[src/rtl/cordic_post_scale_if.sv]
// cordic_post_scale_if: valid/ready bundle between the last CORDIC stage, the post-scale block and its consumer.
interface cordic_post_scale_if #(
   parameter int W = 32
);
   logic         in_valid;
   logic         in_ready;
   logic [W-1:0] x_in;
   logic [W-1:0] y_in;
   logic [W-1:0] z_in;
   logic [1:0]   quad_in;
   logic         out_valid;
   logic         out_ready;
   logic [W-1:0] cos_out;
   logic [W-1:0] sin_out;
   logic [W-1:0] z_res_out;
   modport master (
      output in_valid, x_in, y_in, z_in, quad_in, out_ready,
      input  in_ready, out_valid, cos_out, sin_out, z_res_out
   );
   modport slave (
      input  in_valid, x_in, y_in, z_in, quad_in, out_ready,
      output in_ready, out_valid, cos_out, sin_out, z_res_out
   );
endinterface

[src/rtl/cordic_post_scale.sv]
// cordic_post_scale: CORDIC gain compensation and quadrant fix-up, two-stage valid/ready pipeline.
// Define CORDIC_POST_ROUND_EN to round the gain product to nearest instead of truncating.
module cordic_post_scale #(
   parameter int          W      = 32,
   parameter logic [31:0] K_GAIN = 32'h9B74EDA8
) (
   input logic            clk,
   input logic            rst_n,
   cordic_post_scale_if.slave s
);
`ifdef CORDIC_POST_ROUND_EN
   localparam logic signed [2*W:0] RND = (2*W+1)'(1) <<< 31;
`else
   localparam logic signed [2*W:0] RND = '0;
`endif
   localparam logic [W-1:0] MIN_NEG = {1'b1, {(W-1){1'b0}}};
   logic                  en;
   logic signed [2*W:0]   xe, ye, ke, px, py;
   logic                  unused_bits;
   logic                  v1, v2;
   logic [W-1:0]          xs, ys, z1, nxs, nys;
   logic [1:0]            q1;
   logic [W-1:0]          cos_n, sin_n, cos_r, sin_r, z_r;
   assign en         = !v2 || s.out_ready;
   assign s.in_ready = en;
   assign s.out_valid = v2;
   assign s.cos_out   = cos_r;
   assign s.sin_out   = sin_r;
   assign s.z_res_out = z_r;
   // K is unsigned, so it is zero-extended before the signed multiply
   assign xe = {{(W+1){s.x_in[W-1]}}, s.x_in};
   assign ye = {{(W+1){s.y_in[W-1]}}, s.y_in};
   assign ke = {{(W+1){1'b0}}, K_GAIN};
   assign px = xe * ke + RND;
   assign py = ye * ke + RND;
   assign unused_bits = ^{px[2*W], px[W-1:0], py[2*W], py[W-1:0]};
   assign nxs = (xs == MIN_NEG) ? ~MIN_NEG : -xs;
   assign nys = (ys == MIN_NEG) ? ~MIN_NEG : -ys;
   always_comb begin
      cos_n = (q1 == 2'd0) ? xs : (q1 == 2'd1) ? nys : (q1 == 2'd2) ? ys  : nxs;
      sin_n = (q1 == 2'd0) ? ys : (q1 == 2'd1) ? xs  : (q1 == 2'd2) ? nxs : nys;
   end
   always_ff @(posedge clk or negedge rst_n) begin
      if (!rst_n) begin
         v1 <= 1'b0;
         xs <= '0;
         ys <= '0;
         z1 <= '0;
         q1 <= '0;
      end else if (en) begin
         v1 <= s.in_valid;
         if (s.in_valid) begin
            xs <= px[2*W-1:W];
            ys <= py[2*W-1:W];
            z1 <= s.z_in;
            q1 <= s.quad_in;
         end
      end
   end
   always_ff @(posedge clk or negedge rst_n) begin
      if (!rst_n) begin
         v2    <= 1'b0;
         cos_r <= '0;
         sin_r <= '0;
         z_r   <= '0;
      end else if (en) begin
         v2 <= v1;
         if (v1) begin
            cos_r <= cos_n;
            sin_r <= sin_n;
            z_r   <= z1;
         end
      end
   end
endmodule

[src/flat_wrapper.sv]
// flat-port wrapper written by rule: the top's interface ports become plain ports
module cordic_post_scale_flat 
#(
   parameter int          W      = 32,
   parameter logic [31:0] K_GAIN = 32'h9B74EDA8
)
  (clk, rst_n, s_in_valid, s_x_in, s_y_in, s_z_in, s_quad_in, s_out_ready, s_in_ready, s_out_valid, s_cos_out, s_sin_out, s_z_res_out);
  cordic_post_scale_if #(.W(W)) s_i ();
  input logic clk;
  input logic rst_n;
  input wire logic [$bits(s_i.in_valid)-1:0] s_in_valid;
  input wire logic [$bits(s_i.x_in)-1:0] s_x_in;
  input wire logic [$bits(s_i.y_in)-1:0] s_y_in;
  input wire logic [$bits(s_i.z_in)-1:0] s_z_in;
  input wire logic [$bits(s_i.quad_in)-1:0] s_quad_in;
  input wire logic [$bits(s_i.out_ready)-1:0] s_out_ready;
  output wire logic [$bits(s_i.in_ready)-1:0] s_in_ready;
  output wire logic [$bits(s_i.out_valid)-1:0] s_out_valid;
  output wire logic [$bits(s_i.cos_out)-1:0] s_cos_out;
  output wire logic [$bits(s_i.sin_out)-1:0] s_sin_out;
  output wire logic [$bits(s_i.z_res_out)-1:0] s_z_res_out;
  assign s_i.in_valid = s_in_valid;
  assign s_i.x_in = s_x_in;
  assign s_i.y_in = s_y_in;
  assign s_i.z_in = s_z_in;
  assign s_i.quad_in = s_quad_in;
  assign s_i.out_ready = s_out_ready;
  assign s_in_ready = s_i.in_ready;
  assign s_out_valid = s_i.out_valid;
  assign s_cos_out = s_i.cos_out;
  assign s_sin_out = s_i.sin_out;
  assign s_z_res_out = s_i.z_res_out;
  cordic_post_scale #(.W(W), .K_GAIN(K_GAIN)) u_core (.clk(clk), .rst_n(rst_n), .s(s_i));
endmodule
[config.mk]
export PLATFORM = sky130hd
export DESIGN_NAME = cordic_post_scale_flat
export DESIGN_NICKNAME = d
export VERILOG_FILES = /design/src/rtl/cordic_post_scale_if.sv /design/src/rtl/cordic_post_scale.sv /design/src/flat_wrapper.sv
export SDC_FILE = /design/constraint.sdc
export NUM_CORES = 2
export LEC_CHECK = 0
export CORE_ASPECT_RATIO = 1.5
export CORE_MARGIN = 4
export CORE_UTILIZATION = 55
export DETAILED_ROUTE_END_ITERATION = 8
export PLACE_DENSITY = 0.85
export SLEW_MARGIN = 5
export SYNTH_ARGS = -nofsm -noshare
export SYNTH_HDL_FRONTEND = slang
export SYNTH_SLANG_ARGS = --single-unit
[constraint.sdc]
create_clock -name clk -period 3.1 [get_ports clk]
set_input_delay 0.31 -clock clk [delete_from_list [all_inputs] [get_ports clk]]
set_output_delay 0.31 -clock clk [all_outputs]
set_load 0.05 [all_outputs]
==> metrics.yaml <==
grt:
  grt_max_degree: 110
  grt_pass1_wl_um: 263000
  grt.overflow.total: 0
  grt_use_total_pct: 38.1
  first_global_vias: 47191
  antenna_found_initial: 11
clock_network:
  path_clk_slew_ns: 0.09
  cts.sinks: 196
  htree_levels: 4
  clkLatencyLatePin_ns: 0.45
  cts_buffer_depth: 2
  cts-root-buf: "clkbuf_16"
  cts_made_buffers: 17
  cts_tree: "built"
placed_design:
  hpwl_um: 144000
  gp_congestion: 1.05
  numPortBuffers: 199
  place_inst: 7379
routing:
  drc: 14
  ant_nets: 0
  dr.first_iter.drc_count: 3962
  viasPerCell: 5.87
  wl_um: 192000
  wl_per_cell_um: 25.3
  num_vias: 44489
  firstDrtPassIters: 9
floorplan:
  initial_utilization_pct: 55.6
  fp-row-count: 131
  die-area_um2: 91100
  io_pins: 200
  die_x_um: 248
  dieHeight_um: 368
  core_area_um2: 85400
hold_path:
  hold_class: "in -> reg"
  min-delay-start: "s_z_in[22]"
logic_synthesis:
  async_flop_share_pct: 100
  synth_edf_count: 0
  synth_top_cells_by_area: "fa_1 36%, ha_1 19%, dfrtp_1 10%, inv_1 10%, nand2_1 3.5%"
  synth-seq-area-share_pct: 10.3
  synth_warnings: 0
  avgSynthCellArea_um2: 9.30
  synth-seq-cells: 196
  syn_area_um2: 47500
  synth_top_area_share_pct: 35.8
  synthesis.nets: 6776
  synthFlopType: "dfrtp_1"
  synthCells: 5104
  synth_area_leader_cell: "fa_1"
  synthDistinctLibCells: 76
timing:
  worst_slew_pin_slew_ns: 1.43
  setup_viol: 70
  worst_slack_ns: -4.65
  relSlewSlack_pct: 4.16
  hold_viol_final: 0
  slew_violations: 0
  period_needed_ns: 7.75
  layout_worst_path_cycle_share_pct: 250
  fmax_ghz: 0.129
  clock_skew_ns: 0.0152
  rsz0062_at_grt: "true"
critical_path:
  cp-end-kind: "flip-flop"
  crit_type: "in -> reg"
  crit_fanout: 5
  timing.rr.start: "u_core.ys[11]"
  critPathLaunchType: "input port"
  critical_path.startpoint: "s_y_in[12]"
  cp.arrival_ns: 8.13
  cpMostUsedCell: "inv_1"
  critPathSlowestCell: "nor3_1"
  critPathRequiredTime_ns: 3.48
  slowest_delay_ns: 1.07
run:
  drv_cap: 0
cells_and_area:
  drive_gt1_share_pct: 34.0
  fillers: 5038
  fin_cells: 7578
  finalNetCount: 8097
  synthToLayoutAreaGrowth_pct: 39.9
run_status:
  failed_checks: "DRC, setup timing"
  status: "complete, but fails checks"
[critical path: cells and delay by family]
| kind | cells | cell delay (ns) |
|---|---|---|
| fa+ha+maj | 9 | 3.35 |
| xor+xnor | 1 | 0.19 |
| compound gates | 8 | 1.92 |
| simple gates | 2 | 1.37 |
| buf+inv | 10 | 0.96 |
[synthesized netlist by cell type, types with 6 or more instances]
master,instances
a21o_1,87
nand4_1,28
a22o_1,11
or4_1,10
xnor2_1,131
nand2b_1,10
mux2i_1,15
dfrtp_1,196
a31oi_1,25
nor2b_1,26
nor3_1,61
nand3_1,32
or3_1,12
o21a_1,21
nor2_1,174
buf_1,7
nor4_1,17
o211ai_1,26
and3_1,12
clkbuf_1,116
or2_2,10
o31ai_1,9
and2_1,10
ha_1,722
xor2_1,161
a211oi_1,16
o22ai_1,9
and4_1,9
nand2_1,439
o311ai_0,7
fa_1,848
a21oi_1,250
o221ai_1,6
o21ai_0,198
inv_1,1277
a21boi_0,7
o21bai_1,24
[kinds of logic (layout without fill, tap and decap cells)]
group / after synthesis / in the layout / synth area share (%)
other: 0 / 10 / 0
xor gates and xnor gates: 292 / 292 / 5.39
buffers and inverters: 1410 / 2744 / 11.2
and+or+nand+nor: 870 / 870 / 8.22
muxes: 21 / 21 / 0.506
adders and majority gates: 1570 / 1570 / 54.8
AOI/OAI and AO/OA: 745 / 745 / 9.55
DFF: 196 / 196 / 10.3
[per-stage QoR]
step	setup TNS [ns]	cell area (um2)	worst slack (ns)	hold WS [ns]	utilization [%]
finish	-237.51	66400	-4.65	0.382	77.7
global route	-245.51	66400	-4.79	0.386	77.7
CTS	-208.87	63900	-3.59	0.373	74.9
detailed placement	-274.25	60100	-4.56	0.340	70.4
global placement	-267.60	60100	-4.41	0.326	70.4
floorplan	-184.01	49300	-3.32	0.0144	-
[path summary, 6_finish.rpt]
path	cells after the start	slack, ns	endpoint
hold / removal	3	0.38	u_core.z1[22]
setup reg to reg	8	-0.09	u_core.s.sin_out[28]
max in group asynchronous	3	1.88	u_core.xs[0]
setup / recovery	30	-4.65	u_core.ys[28]
hold reg to reg	2	0.47	u_core.s.z_res_out[11]
min in group asynchronous	2	0.40	u_core.z1[24]
[final cells by class]
| cell class | count | area, um2 | share of cell area [%] |
|---|---|---|---|
| clock buffers | 19 | 433 | 0.652 |
| diodes | 10 | 25.0 | 0.0377 |
| flip-flops and latches | 196 | 4910 | 7.40 |
| repair buffers | 1432 | 11800 | 17.8 |
| inverters | 1280 | 4840 | 7.29 |
| multi-input cells | 3498 | 42800 | 64.4 |
| clock inverters | 13 | 160 | 0.241 |
| well taps | 1130 | 1410 | 2.13 |
[registers in the layout, indices dropped and copies added, names as in the netlist]
signal,cells
u_core.q1,2
u_core.s.cos_out,32
u_core.s.out_valid,1
u_core.s.sin_out,32
u_core.s.z_res_out,32
u_core.v1,1
u_core.xs,32
u_core.ys,32
u_core.z1,32
[per-layer routing]
metal	vias to the layer above	wire length (um)	GRT usage, %
met3	1429	16500	6.15
li1	18582	-	-
met1	21691	58700	38.5
met4	6	24400	33.7
met5	-	43	0
met2	2781	92500	66.7
[placed cells by master, fill, tap and decap left out, types with 13 or more instances in the layout]
cell                n
inv_2             110
a21oi_4            23
o21a_1             19
xnor2_1            89
nor2_1            149
mux2i_1            15
o21bai_1           21
inv_1            1157
ha_2               45
o211ai_1           26
clkdlybuf4s50_1   134
o21ai_1            83
buf_6             132
a21o_1             85
ha_4              160
nor2_2             13
xnor2_2            31
nand3_1            24
xor2_4             26
o21ai_2            19
buf_4            1103
o21ai_0            86
buf_12             20
buf_2              24
nand2_1           416
nand4_1            28
nand2_2            16
nor2b_1            21
xor2_1             91
xor2_2             44
a21oi_1           160
a21oi_2            67
ha_1              517
dfrtp_1           194
clkbuf_16          17
a31oi_1            18
fa_1              740
fa_2              108
nor3_1             47
[timing repair]
item | 4_1_cts | 5_1_grt
endpoints found under the setup margin | 115 | 110
endpoints found under the hold margin | 64 | 0
pin swaps | 379 | 392
setup buffers | 106 | 80
resized for setup | 801 | 475
hold buffers | 1 | 0
Power is not shown: default switching activity piles up to over one toggle a cycle in this logic, so the estimate is an artifact.
